<file path="src/rtl/multicycle_control_unit.sv">
// rtl/multicycle_control_unit.sv - multi-cycle RISC-V main control FSM with retire counter
module multicycle_control_unit #(
  parameter int CNT_WIDTH = 32
) (
  input  logic                 clk,
  input  logic                 reset,
  input  logic [6:0]           opcode_i,
  input  logic                 mem_ready_i,
  output logic [3:0]           state_o,
  output logic                 pc_write_o,
  output logic                 pc_write_cond_o,
  output logic [1:0]           pc_src_o,
  output logic                 ir_write_o,
  output logic                 i_or_d_o,
  output logic                 mem_read_o,
  output logic                 mem_write_o,
  output logic [1:0]           mem_to_reg_o,
  output logic                 reg_write_o,
  output logic [1:0]           alu_src_a_o,
  output logic [1:0]           alu_src_b_o,
  output logic [2:0]           alu_op_o,
  output logic                 illegal_o,
  output logic [CNT_WIDTH-1:0] retired_count_o
);

  typedef enum logic [3:0] {
    S_FETCH    = 4'd0,
    S_DECODE   = 4'd1,
    S_EXEC_R   = 4'd2,
    S_EXEC_I   = 4'd3,
    S_EXEC_U   = 4'd4,
    S_MEM_ADDR = 4'd5,
    S_MEM_RD   = 4'd6,
    S_MEM_WR   = 4'd7,
    S_WB_ALU   = 4'd8,
    S_WB_MEM   = 4'd9,
    S_BRANCH   = 4'd10,
    S_JAL      = 4'd11,
    S_HALT     = 4'd12
  } state_t;

  localparam logic [6:0] OP_R      = 7'b0110011;
  localparam logic [6:0] OP_I      = 7'b0010011;
  localparam logic [6:0] OP_LUI    = 7'b0110111;
  localparam logic [6:0] OP_LOAD   = 7'b0000011;
  localparam logic [6:0] OP_STORE  = 7'b0100011;
  localparam logic [6:0] OP_BRANCH = 7'b1100011;
  localparam logic [6:0] OP_JAL    = 7'b1101111;

  state_t                 state_q, state_d;
  logic                   illegal_q, illegal_d;
  logic [CNT_WIDTH-1:0]   count_q, count_d;
  logic                   retire;

  logic       pc_write, pc_write_cond, ir_write, i_or_d, mem_read, mem_write, reg_write;
  logic [1:0] pc_src, mem_to_reg, alu_src_a, alu_src_b;
  logic [2:0] alu_op;

  // Next-state, retire and control decode; Mealy terms only in FETCH and the memory waits
  always_comb begin
    state_d       = state_q;
    illegal_d     = illegal_q;
    retire        = 1'b0;
    pc_write      = 1'b0;
    pc_write_cond = 1'b0;
    pc_src        = 2'b00;
    ir_write      = 1'b0;
    i_or_d        = 1'b0;
    mem_read      = 1'b0;
    mem_write     = 1'b0;
    mem_to_reg    = 2'b00;
    reg_write     = 1'b0;
    alu_src_a     = 2'b00;
    alu_src_b     = 2'b00;
    alu_op        = 3'b000;
    unique case (state_q)
      S_FETCH: begin
        mem_read  = 1'b1;
        alu_src_b = 2'b01;
        alu_op    = 3'b111;
        if (mem_ready_i) begin
          ir_write = 1'b1;
          pc_write = 1'b1;
          state_d  = S_DECODE;
        end
      end
      S_DECODE: begin
        // ALUOut <= instruction PC + imm, the branch/JAL target
        alu_src_a = 2'b11;
        alu_src_b = 2'b10;
        alu_op    = 3'b111;
        case (opcode_i)
          OP_R:               state_d = S_EXEC_R;
          OP_I:               state_d = S_EXEC_I;
          OP_LUI:             state_d = S_EXEC_U;
          OP_LOAD, OP_STORE:  state_d = S_MEM_ADDR;
          OP_BRANCH:          state_d = S_BRANCH;
          OP_JAL:             state_d = S_JAL;
          default: begin
            state_d   = S_HALT;
            illegal_d = 1'b1;
          end
        endcase
      end
      S_EXEC_R: begin
        alu_src_a = 2'b01;
        state_d   = S_WB_ALU;
      end
      S_EXEC_I: begin
        alu_src_a = 2'b01;
        alu_src_b = 2'b10;
        alu_op    = 3'b001;
        state_d   = S_WB_ALU;
      end
      S_EXEC_U: begin
        alu_src_a = 2'b10;
        alu_src_b = 2'b10;
        alu_op    = 3'b100;
        state_d   = S_WB_ALU;
      end
      S_MEM_ADDR: begin
        alu_src_a = 2'b01;
        alu_src_b = 2'b10;
        alu_op    = 3'b010;
        state_d   = (opcode_i == OP_LOAD) ? S_MEM_RD : S_MEM_WR;
      end
      S_MEM_RD: begin
        mem_read = 1'b1;
        i_or_d   = 1'b1;
        if (mem_ready_i) state_d = S_WB_MEM;
      end
      S_MEM_WR: begin
        mem_write = 1'b1;
        i_or_d    = 1'b1;
        if (mem_ready_i) begin
          state_d = S_FETCH;
          retire  = 1'b1;
        end
      end
      S_WB_ALU: begin
        reg_write = 1'b1;
        state_d   = S_FETCH;
        retire    = 1'b1;
      end
      S_WB_MEM: begin
        reg_write  = 1'b1;
        mem_to_reg = 2'b01;
        state_d    = S_FETCH;
        retire     = 1'b1;
      end
      S_BRANCH: begin
        alu_src_a     = 2'b01;
        alu_op        = 3'b011;
        pc_write_cond = 1'b1;
        pc_src        = 2'b01;
        state_d       = S_FETCH;
        retire        = 1'b1;
      end
      S_JAL: begin
        pc_write   = 1'b1;
        pc_src     = 2'b01;
        reg_write  = 1'b1;
        mem_to_reg = 2'b10;
        state_d    = S_FETCH;
        retire     = 1'b1;
      end
      S_HALT: begin
        state_d = S_HALT;
      end
      default: begin
        state_d = S_HALT;
      end
    endcase
    count_d = retire ? count_q + CNT_WIDTH'(1) : count_q;
  end

  // State, sticky illegal flag and retire counter
  always_ff @(posedge clk or posedge reset) begin
    if (reset) begin
      state_q   <= S_FETCH;
      illegal_q <= 1'b0;
      count_q   <= '0;
    end else begin
      state_q   <= state_d;
      illegal_q <= illegal_d;
      count_q   <= count_d;
    end
  end

  // Reset gates every control output combinationally so nothing asserts while reset is high
  always_comb begin
    pc_write_o      = pc_write & ~reset;
    pc_write_cond_o = pc_write_cond & ~reset;
    pc_src_o        = reset ? 2'b00 : pc_src;
    ir_write_o      = ir_write & ~reset;
    i_or_d_o        = i_or_d & ~reset;
    mem_read_o      = mem_read & ~reset;
    mem_write_o     = mem_write & ~reset;
    mem_to_reg_o    = reset ? 2'b00 : mem_to_reg;
    reg_write_o     = reg_write & ~reset;
    alu_src_a_o     = reset ? 2'b00 : alu_src_a;
    alu_src_b_o     = reset ? 2'b00 : alu_src_b;
    alu_op_o        = reset ? 3'b000 : alu_op;
    state_o         = state_q;
    illegal_o       = illegal_q;
    retired_count_o = count_q;
  end

endmodule
</file>
<file path="config.mk">
export PLATFORM = sky130hd
export DESIGN_NAME = multicycle_control_unit
export DESIGN_NICKNAME = d
export VERILOG_FILES = /design/src/rtl/multicycle_control_unit.sv
export SDC_FILE = /design/constraint.sdc
export NUM_CORES = 1
export LEC_CHECK = 0
export ABC_CLOCK_PERIOD_IN_PS = 7900
export CAP_MARGIN = 20
export CORE_ASPECT_RATIO = 0.6
export CORE_MARGIN = 1
export CORE_UTILIZATION = 52
export CTS_BUF_LIST = sky130_fd_sc_hd__clkbuf_4 sky130_fd_sc_hd__clkbuf_8
export DETAILED_ROUTE_END_ITERATION = 10
export PLACE_DENSITY_LB_ADDON = 0.15
export SLEW_MARGIN = 20
export SYNTH_ARGS = -nofsm -noshare
export SYNTH_HDL_FRONTEND = slang
export SYNTH_SLANG_ARGS = --single-unit
</file>
<file path="constraint.sdc">
create_clock -name clk -period 7.9 [get_ports clk]
set_clock_uncertainty 0.2 [all_clocks]
set_input_delay 2.37 -clock clk [delete_from_list [all_inputs] [get_ports clk]]
set_output_delay 2.37 -clock clk [all_outputs]
set_load 0.05 [all_outputs]
</file>
# Word level (Yosys, flattened, before mapping)
# Cells that the tools add are included.
[op_classes]
n_mux = 25
n_addsub = 1
bitwise_logic = 9
n_reduce_logical = 14
n_eq_ne = 21
[ops]
columns = ["operator", "n"]
rows = [
  ["$add 32x1->32 const B", 1],
  ["$pmux 4 s7", 1],
  ["$pmux 4 s6", 1],
  ["$eq 7x6->1 const B", 3],
  ["$eq 4x3->1 const B", 4],
  ["$eq 4x4->1 const B", 4],
  ["$pmux 3 s5", 1],
  ["$eq 7x7->1 const B", 2],
  ["$mux 4", 3],
  ["$reduce_or 4->1", 3],
  ["$reduce_or 2->1", 5],
  ["$mux 1", 9],
  ["$eq 4x2->1 const B", 2],
  ["$mux 2", 4],
  ["$pmux 2 s2", 2],
  ["$and 1x1->1", 7],
  ["$eq 7x2->1 const B", 1],
  ["$eq 7x5->1 const B", 1],
  ["$reduce_or 7->1", 1],
  ["$ne 2x2->1 const B", 3],
  ["$pmux 2 s3", 1],
  ["$reduce_or 3->1", 2],
  ["$eq 4x1->1 const B", 1],
  ["$logic_not 4->1", 1],
  ["other kinds (5)", 7],
]
[word_totals]
word_cells = 73
ff_bits = 37
out_inout_bits = 55

# Logic depth before layout (Yosys ltp)
# Gate-level depths: netlist of the first run.
[depth]
word_depth = 4
mapped_depth = 7

# Worst setup path after synthesis of the first run
# Ideal clock, no wire load.
[synth_path]
path_kind = "input to output"
startpoint = "input port reset"
endpoint = "output port pc_write_o"
setup_slack_ps = 283
t_required_ps = 5330
path_stages = 3
arrival_time_ps = 5047
path_cell_list = "nor4b_1 and2_1 or2_2"
[synth_via]
elab_chain_cells = 2
[synth_rtl]
columns = ["item", "line", "rtl"]
rows = [
  ["from (decl)", "6", "input logic reset,"],
  ["$not 1->1", "192", "pc_write_o = pc_write & ~reset;"],
  ["$and 1x1->1", "192", ""],
  ["to (decl)", "10", "output logic pc_write_o,"],
]
# No other way between the ends.

# Final worst setup path of the first run
# Ends and elaborated chain as after synthesis.

==> results of run 1 <==
-- sequential cells by signal, summed over array words and instances (netlist names) --
register,cells
retired_count_o,32
state_o,4
illegal_o,1
-- layout make-up --
type | count | share of cell area [%]
sequential | 37 | 32.8
timing repair buffer | 64 | 22.5
multi-input combinational | 167 | 38.3
clock buffer | 7 | 3.19
tap | 47 | 2.09
inverter | 8 | 1.06
-- worst max-delay path, cell delays in order --
cell and delay, ps:
clkdlybuf4s50_1 640, nor4b_1 380, and2_1 200, or2_2 110, clkdlybuf4s50_1 790
-- per-layer routing --
metal	vias up	global-route usage, %	routed length [um]	share of wire (%)
met4	0	7.76	50	1.0
met5	-	0	0	0
li1	893	-	-	-
met2	69	35.4	2070	42
met1	881	37.0	2470	50
met3	7	6.46	357	7.2
-- where the power goes --
group          total [mW]  switching, mW  internal (mW)
registers           0.284         0.0691          0.215
clock network       0.135         0.0625         0.0726
logic               0.400          0.255          0.145
total               0.819          0.387          0.432
-- stage by stage --
stage | total power [mW] | cells | util (%) | worst slack, ps | hold WS (ps)
floorplan | 0.567 | 223 | - | 283 | 579
global placement | 0.676 | 323 | 72.5 | 891 | 256
detailed placement | 0.684 | 323 | 72.5 | 828 | 254
CTS | 0.822 | 330 | 74.9 | 826 | 283
global route | 0.859 | 330 | 74.9 | 730 | 295
finish | 0.819 | 330 | 74.9 | 828 | 270
-- synth_stat cells (3+ instances only) --
master	count	area (um^2)
xnor2_1	23	201
a21oi_1	6	30.0
clkbuf_1	5	18.8
nand4_1	8	50.1
and2_1	6	37.5
nor2_1	23	86.3
xor2_1	11	96.3
nor4_1	5	31.3
o21ai_0	3	15.0
dfrtp_1	37	926
o31ai_1	3	22.5
and3_1	5	31.3
nand3_1	10	50.1
inv_1	8	30.0
nor3_1	8	40.0
and4_1	3	26.3
nand2_1	21	78.8
-- worst max path at each step --
stage / slack (ps) / start / cells past startpoint / to
finish: 830 / reset / 5 / pc_write_o
global route: 730 / reset / 5 / pc_write_o
CTS: 830 / reset / 5 / pc_write_o
detailed placement: 830 / reset / 5 / pc_write_o
global placement: 890 / reset / 5 / pc_write_o
floorplan: 280 / reset / 3 / pc_write_o
-- kinds of logic (layout without fill, tap and decap cells) --
| family | after synthesis | in the layout | share of synthesized area [%] |
|---|---|---|---|
| other | 1 | 1 | 0.179 |
| adder cells (fa/ha/maj) | 1 | 1 | 0.597 |
| buffers and inverters | 19 | 79 | 4.24 |
| AND/OR/NAND/NOR | 104 | 104 | 27.0 |
| XOR/XNOR | 34 | 34 | 14.2 |
| flip-flops | 37 | 37 | 44.2 |
| AO/OA/AOI/OAI | 26 | 26 | 9.02 |
| multiplexers | 1 | 1 | 0.538 |
==> results.yml, run 1 <==
setup_path:
  cp.required_ps: 5330
  end_kind: "primary output"
  timing.rr.end: "retired_count_o[16]"
  r2r_cells: 5
  r2r_slack_ps: 5360
  start_kind: "input port"
  worstReg2RegStart: "state_o[3]"
  critPathKind: "in -> out"
  crit_fanout: 15
  cp_data_arrival_time_ps: 4500
run_status:
  status: "finished with violations"
  violations: "design-rule violations"
die:
  dieArea_mm2: 0.00429
  core_mm2: 0.00376
  rows: 17
  initial_core_util_pct: 55.6
  fp.dieH_um: 51.2
  die_w_um: 83.9
  ios: 65
synthesis:
  syn_nets: 234
  ys_async_sr_fraction_pct: 100
  synthFlopType: "dfrtp_1"
  synth-seq-area-share_pct: 44.2
  syn_inst: 223
  syn_avg_cell_area_um2: 9.39
  synth.distinct_cells: 45
  yosys_register_bits: 37
  yosysWarningCount: 0
  synthesis.area_mm2: 0.00209
  synth_edf_count: 0
route:
  detail_route.drc_violations: 8
  via_count: 1850
  drtAntennaViolNets: 0
  drt-wirelength-per-cell_um: 15.0
  drtPass1Iterations: 8
  drtIter0Drc: 146
  viasPerCell: 5.61
  wl_um: 4950
clock_network:
  cts_tree: "yes"
  cts_sinks: 37
  root_buffer: "clkbuf_8"
  clk_pin_slew_ps: 70
  post-cts-setup-buffers: 0
  clk-insertion-delay-late_ps: 290
  ctsResizeCount: 0
  cts_buffers: 5
  cts_max_level: 2
  clockBufferDepth: 2
  cts_hold_buf: 0
placed_design:
  portBuffers: 63
  globalplace.congestion: 0.747
  placed_area_mm2: 0.00273
  hpwl_um: 3610
global_route:
  grt.overflow.total: 0
  antenna_found_initial: 0
  grt_pass1_wl_um: 8050
  grt_max_degree: 38
  grt_pass1_vias: 1620
  track_usage_pct: 24.9
cells_and_area:
  final_common_cell: "clkdlybuf4s50_1"
  drive_gt1_share_pct: 5.65
  nets: 294
  seq_area_um2: 926
  multiInputGateArea_mm2: 0.00108
  nFillCells: 277
  area_growth_pct: 34.6
  fin_area_mm2: 0.00282
  antenna_cells: 0
  final_cell_mix: "clkdlybuf4s50_1, dfrtp_1, nor2_1, xnor2_1, nand2_1"
min_path:
  min_from: "illegal_o"
  worstHoldEndpoint: "illegal_o"
  min_path_cells: 1
  hold_path_class: "reg -> reg"
run:
  drv_cap: 0
timing:
  maxSlewViolCount: 0
  hold_viol: 0
  rsz0062_at_grt: "false"
  period_minus_slack_ps: 7070
  slew_headroom_pct: 56.9
  setup-violations-final: 0
  worst_pin_slew_ps: 646
  setup_tns_ps: 0
  max_freq_mhz: 141
  finalCritPeriodShare_pct: 89.5
power:
  peakVddDrop_mv: 0.151
  p_leak_nw: 1.18
  p_per_area_mw_per_mm2: 290
No activity file was read; power rests on OpenSTA's default activity.
==> run 2: changes to the inputs <==
--- a/config.mk
+++ b/config.mk
@@ -5,14 +5,16 @@
 export SDC_FILE = /design/constraint.sdc
 export NUM_CORES = 1
 export LEC_CHECK = 0
+export ABC_AREA = 1
 export ABC_CLOCK_PERIOD_IN_PS = 7900
 export CAP_MARGIN = 20
 export CORE_ASPECT_RATIO = 0.6
 export CORE_MARGIN = 1
-export CORE_UTILIZATION = 52
+export CORE_UTILIZATION = 55
 export CTS_BUF_LIST = sky130_fd_sc_hd__clkbuf_4 sky130_fd_sc_hd__clkbuf_8
 export DETAILED_ROUTE_END_ITERATION = 10
 export PLACE_DENSITY_LB_ADDON = 0.15
+export SETUP_SLACK_MARGIN = 0.02
 export SLEW_MARGIN = 20
 export SYNTH_ARGS = -nofsm -noshare
 export SYNTH_HDL_FRONTEND = slang
==> results.yml, run 2 <==
cells_and_area:
  largest_register_ffs: 32
  fin_area_mm2: 0.00347
  drive_gt1_share_pct: 7.77
  final_common_cell: "nand2_1"
  antenna_cells: 0
  nets: 488
  final_cell_mix: "nand2_1, nor2_1, clkdlybuf4s50_1, inv_1, dfrtp_1"
  area_growth_pct: 30.9
synthesis:
  syn_avg_cell_area_um2: 6.46
  synth_edf_count: 0
  yosysWarningCount: 0
  yosysMostFrequentCell: "nand2_1"
  synthesis.area_mm2: 0.00265
  syn_nets: 422
  ys_top_cells_by_count: "nand2_1, nor2_1, inv_1"
  synth.distinct_cells: 29
  ys_async_sr_fraction_pct: 100
  post-synth-top-area-cell: "dfrtp_1"
  synthFlopType: "dfrtp_1"
  synth-seq-area-share_pct: 34.9
  yosys_register_bits: 37
  syn_inst: 411
  synth_area_leaders: "dfrtp_1, nand2_1, nor2_1, inv_1, nand3_1"
  synth_top_area_share_pct: 34.9
global_route:
  grt_max_degree: 38
  track_usage_pct: 30.1
  grt_pass1_wl_um: 12000
  antenna_found_initial: 0
  grt_pass1_vias: 2435
  grt.overflow.total: 0
setup_path:
  crit_fanout: 11
  critPathMaxStageDelay_ps: 840
  timing.critical_path.buf_inv: 2
  critPathKind: "in -> out"
  crit_family: "buffers and inverters"
  cp_slowest_cell: "clkdlybuf4s50_1"
  cp.required_ps: 5330
  r2r_cells: 7
  cp.depth: 3
  cp_data_arrival_time_ps: 4090
  start_kind: "input port"
  cp_cell_sequence: "clkdlybuf4s50_1, nor3_1, clkdlybuf4s50_1"
  cp_common_cell: "clkdlybuf4s50_1"
  end_kind: "primary output"
power:
  peakVddDrop_mv: 0.210
  p_per_area_mw_per_mm2: 244
  p_leak_nw: 1.57
timing:
  hold_viol: 0
  max_freq_mhz: 150
  slew_headroom_pct: 65.8
  period_minus_slack_ps: 6660
  worst_slack_ps: 1240
  finalCritPeriodShare_pct: 84.3
  worst_pin_slew_ps: 511
  rsz0062_at_grt: "false"
  maxSlewViolCount: 0
  setup_tns_ps: 0
  whs_ps: 294
  setup-violations-final: 0
die:
  initial_core_util_pct: 57.5
  dieArea_mm2: 0.00512
  core_mm2: 0.00461
  fp.dieH_um: 55.8
  die_w_um: 91.7
  ios: 65
  rows: 19
clock_network:
  cts_buffers: 5
  cts_max_level: 2
  post-cts-setup-buffers: 0
  clockBufferDepth: 2
  root_buffer: "clkbuf_8"
  cts_sinks: 37
  cts_tree: "yes"
  clk-insertion-delay-late_ps: 290
  cts_hold_buf: 0
  clk_pin_slew_ps: 70
  ctsResizeCount: 0
placed_design:
  portBuffers: 63
  dp_slack_ps: 1230
  hpwl_um: 5460
  placed_area_mm2: 0.00340
  globalplace.congestion: 0.921
route:
  drtAntennaViolNets: 0
  drtPass1Iterations: 5
  drt-wirelength-per-cell_um: 13.3
  via_count: 2885
  detail_route.drc_violations: 0
  drtIter0Drc: 277
  viasPerCell: 5.35
  wl_um: 7150
min_path:
  min_path_cells: 2
  hold_path_class: "reg -> reg"
run_status:
  status: "finished clean"
run:
  drv_cap: 0
## run 2: power breakdown
part           leakage (nW)  switching (mW)  internal (mW)
sequential            0.489          0.0451          0.211
clock                0.0399          0.0660         0.0581
combinational          1.05           0.324          0.143
## run 2: worst register-to-register path: stages (launching register included)
cell and delay (ps):
dfrtp_1 500, ha_1 320, nand2_1 90, nor2_2 210, nand3_1 150, nor2_4 200
nand2_1 90, xor2_1 150
## run 2: cell families after synthesis
logic type	share of synthesized area [%]
xor+xnor	5.61
other cells	0.141
buf+inv	6.88
flops	34.9
simple gates	49.3
compound gates	2.69
fa+ha+maj	0.471
## run 2: metal layers
metal / vias to the layer above / track usage (%) / routed length, um
li1: 1405 / - / -
met2: 147 / 42.0 / 2930
met4: 0 / 5.44 / 34
met3: 9 / 8.33 / 724
met5: - / 0 / 0
met1: 1324 / 46.4 / 3470
## run 2: final timing paths
check | startpoint | to | slack [ps]
max | reset | alu_src_a_o[0] | 1240
min | illegal_o | illegal_o | 290
max reg2reg | retired_count_o[0] | retired_count_o[18] | 5870
min reg2reg | illegal_o | illegal_o | 290
max in group asynchronous | reset | state_o[0] | 4470
min in group asynchronous | reset | retired_count_o[24] | 2690
## run 2: cell type report
type / instances / area (um^2)
Multi-Input combinational cell: 328 / 1550
Inverter: 40 / 150
Tap cell: 63 / 78.8
Fill cell: 385 / 1140
Clock buffer: 5 / 68.8
Clock inverter: 1 / 5.00
Sequential cell: 37 / 926
Timing Repair Buffer: 65 / 701
## run 2: per-stage QoR
stage	utilization [%]	cells	total power, mW
2_1_floorplan	-	411	0.575
3_3_place_gp	73.7	533	0.712
3_5_place_dp	73.7	533	0.722
4_1_cts	75.3	539	0.845
5_1_grt	75.3	539	0.891
6_report	75.3	539	0.847
==> run 3: changes to the inputs <==
--- a/config.mk
+++ b/config.mk
@@ -6,11 +6,11 @@
 export NUM_CORES = 1
 export LEC_CHECK = 0
 export ABC_AREA = 1
-export ABC_CLOCK_PERIOD_IN_PS = 7900
+export ABC_CLOCK_PERIOD_IN_PS = 5400
 export CAP_MARGIN = 20
 export CORE_ASPECT_RATIO = 0.6
 export CORE_MARGIN = 1
-export CORE_UTILIZATION = 55
+export CORE_UTILIZATION = 47
 export CTS_BUF_LIST = sky130_fd_sc_hd__clkbuf_4 sky130_fd_sc_hd__clkbuf_8
 export DETAILED_ROUTE_END_ITERATION = 10
 export PLACE_DENSITY_LB_ADDON = 0.15
==> constraint.sdc (replaced) <==
create_clock -name clk -period 5.4 [get_ports clk]
set_clock_uncertainty 0.2 [all_clocks]
set_input_delay 1.62 -clock clk [delete_from_list [all_inputs] [get_ports clk]]
set_output_delay 1.62 -clock clk [all_outputs]
set_load 0.05 [all_outputs]
==> results.yml, run 3 (same netlist as run 2, synthesis figures left out) <==
clock_network:
  cts_hold_buf: 0
  clk_pin_slew_ps: 70
  clockBufferDepth: 2
  ctsResizeCount: 0
  cts_tree: "yes"
  clk-insertion-delay-late_ps: 280
  cts_max_level: 2
  cts_sinks: 37
  cts_buffers: 5
  post-cts-setup-buffers: 0
  root_buffer: "clkbuf_8"
power:
  p_leak_nw: 1.58
  peakVddDrop_mv: 0.283
  total_power_mw: 1.24
  p_per_area_mw_per_mm2: 363
route:
  viasPerCell: 5.27
  detail_route.drc_violations: 0
  wl_um: 7430
  drt-wirelength-per-cell_um: 13.6
  drtIter0Drc: 325
  drtPass1Iterations: 7
  via_count: 2880
  drtAntennaViolNets: 0
timing:
  worst_slack_ps: 429
  max_freq_mhz: 201
  setup-violations-final: 0
  setup_tns_ps: 0
  maxSlewViolCount: 0
  worst_pin_slew_ps: 511
  finalCritPeriodShare_pct: 92.0
  rsz0062_at_grt: "false"
  slew_headroom_pct: 65.8
  period_minus_slack_ps: 4970
  hold_viol: 0
global_route:
  grt_pass1_wl_um: 12200
  grt_pass1_vias: 2538
  grt_max_degree: 22
  antenna_found_initial: 0
  grt.overflow.total: 0
  track_usage_pct: 26.7
setup_path:
  crit_family: "buffers and inverters"
  r2r_slack_ps: 3370
  cp_common_cell: "clkdlybuf4s50_1"
  cp_cell_sequence: "clkdlybuf4s50_1, nor2_1, clkdlybuf4s50_1"
  cp_data_arrival_time_ps: 3150
  start_kind: "input port"
  timing.rr.end: "retired_count_o[18]"
  end_kind: "primary output"
  cp_slowest_cell: "clkdlybuf4s50_1"
  worstReg2RegStart: "retired_count_o[0]"
  crit_fanout: 6
  crit_start: "reset"
  critPathKind: "in -> out"
  critPathMaxStageDelay_ps: 820
  cp.required_ps: 3580
  timing.critical_path.buf_inv: 2
  r2r_cells: 7
min_path:
  min_path_cells: 2
  min_from: "illegal_o"
  worstHoldEndpoint: "illegal_o"
  hold_path_class: "reg -> reg"
placed_design:
  portBuffers: 63
  hpwl_um: 5800
  placed_area_mm2: 0.00333
  globalplace.congestion: 0.925
  dp_slack_ps: 446
die:
  die_w_um: 99.0
  dieArea_mm2: 0.00596
  fp.dieH_um: 60.2
  ios: 65
  rows: 20
  core_mm2: 0.00526
  initial_core_util_pct: 50.5
run:
  drv_cap: 0
cells_and_area:
  antenna_cells: 0
  fin_area_mm2: 0.00342
  final_cell_mix: "nand2_1, nor2_1, clkdlybuf4s50_1, inv_1, dfrtp_1"
  drive_gt1_share_pct: 10.2
  fin_util_pct: 65.1
  area_growth_pct: 28.9
  largest_register_ffs: 32
  final_common_cell: "nand2_1"
  nets: 490
run_status:
  status: "finished clean"
-- run 3: cell types whose count changed in the layout (fill, tap and decap cells not counted), sizes merged --
cell           before  now
clkdlybuf4s50      55   48
clkinv              1    0
inv                40   39
clkinvlp            0    1
clkbuf              5    8
buf                10   19
-- run 3: power breakdown --
group | internal, mW | switching (mW)
registers | 0.309 | 0.0657
clock network | 0.107 | 0.0944
logic | 0.191 | 0.474
total | 0.606 | 0.635
-- run 3: worst max-delay path by stage --
stage	endpoint	cells past startpoint
final	i_or_d_o	3
after global routing	i_or_d_o	3
after CTS	i_or_d_o	3
after detailed placement	i_or_d_o	3
after global placement	i_or_d_o	3
after floorplan	pc_write_o	3
-- run 3: per-stage QoR --
stage	hold slack (ps)	std cells
finish	273	546
global route	337	546
CTS	279	546
detailed placement	250	538
global placement	262	538
floorplan	537	411
-- run 3: metal layers --
metal	share of wire, %	GRT usage, %
met5	0	0
met4	0.57	4.69
met3	9.6	5.96
met2	40	38.0
met1	50	41.2
-- run 3: final cells by class --
cell class	instances	area (um^2)
multi-input cells	328	1550
flip-flops and latches	37	926
well taps	66	82.6
fillers	489	1830
clock buffers	8	91.3
inverters	40	154
repair buffers	67	623
-- run 3: worst reg2reg max path, stage by stage, from the launching register on --
cell     delay, ps
dfrtp_1        490
ha_1           310
nand2_1        100
nor2_2         210
nand3_1        150
nor2_4         210
nand2_1        100
xor2_1         150
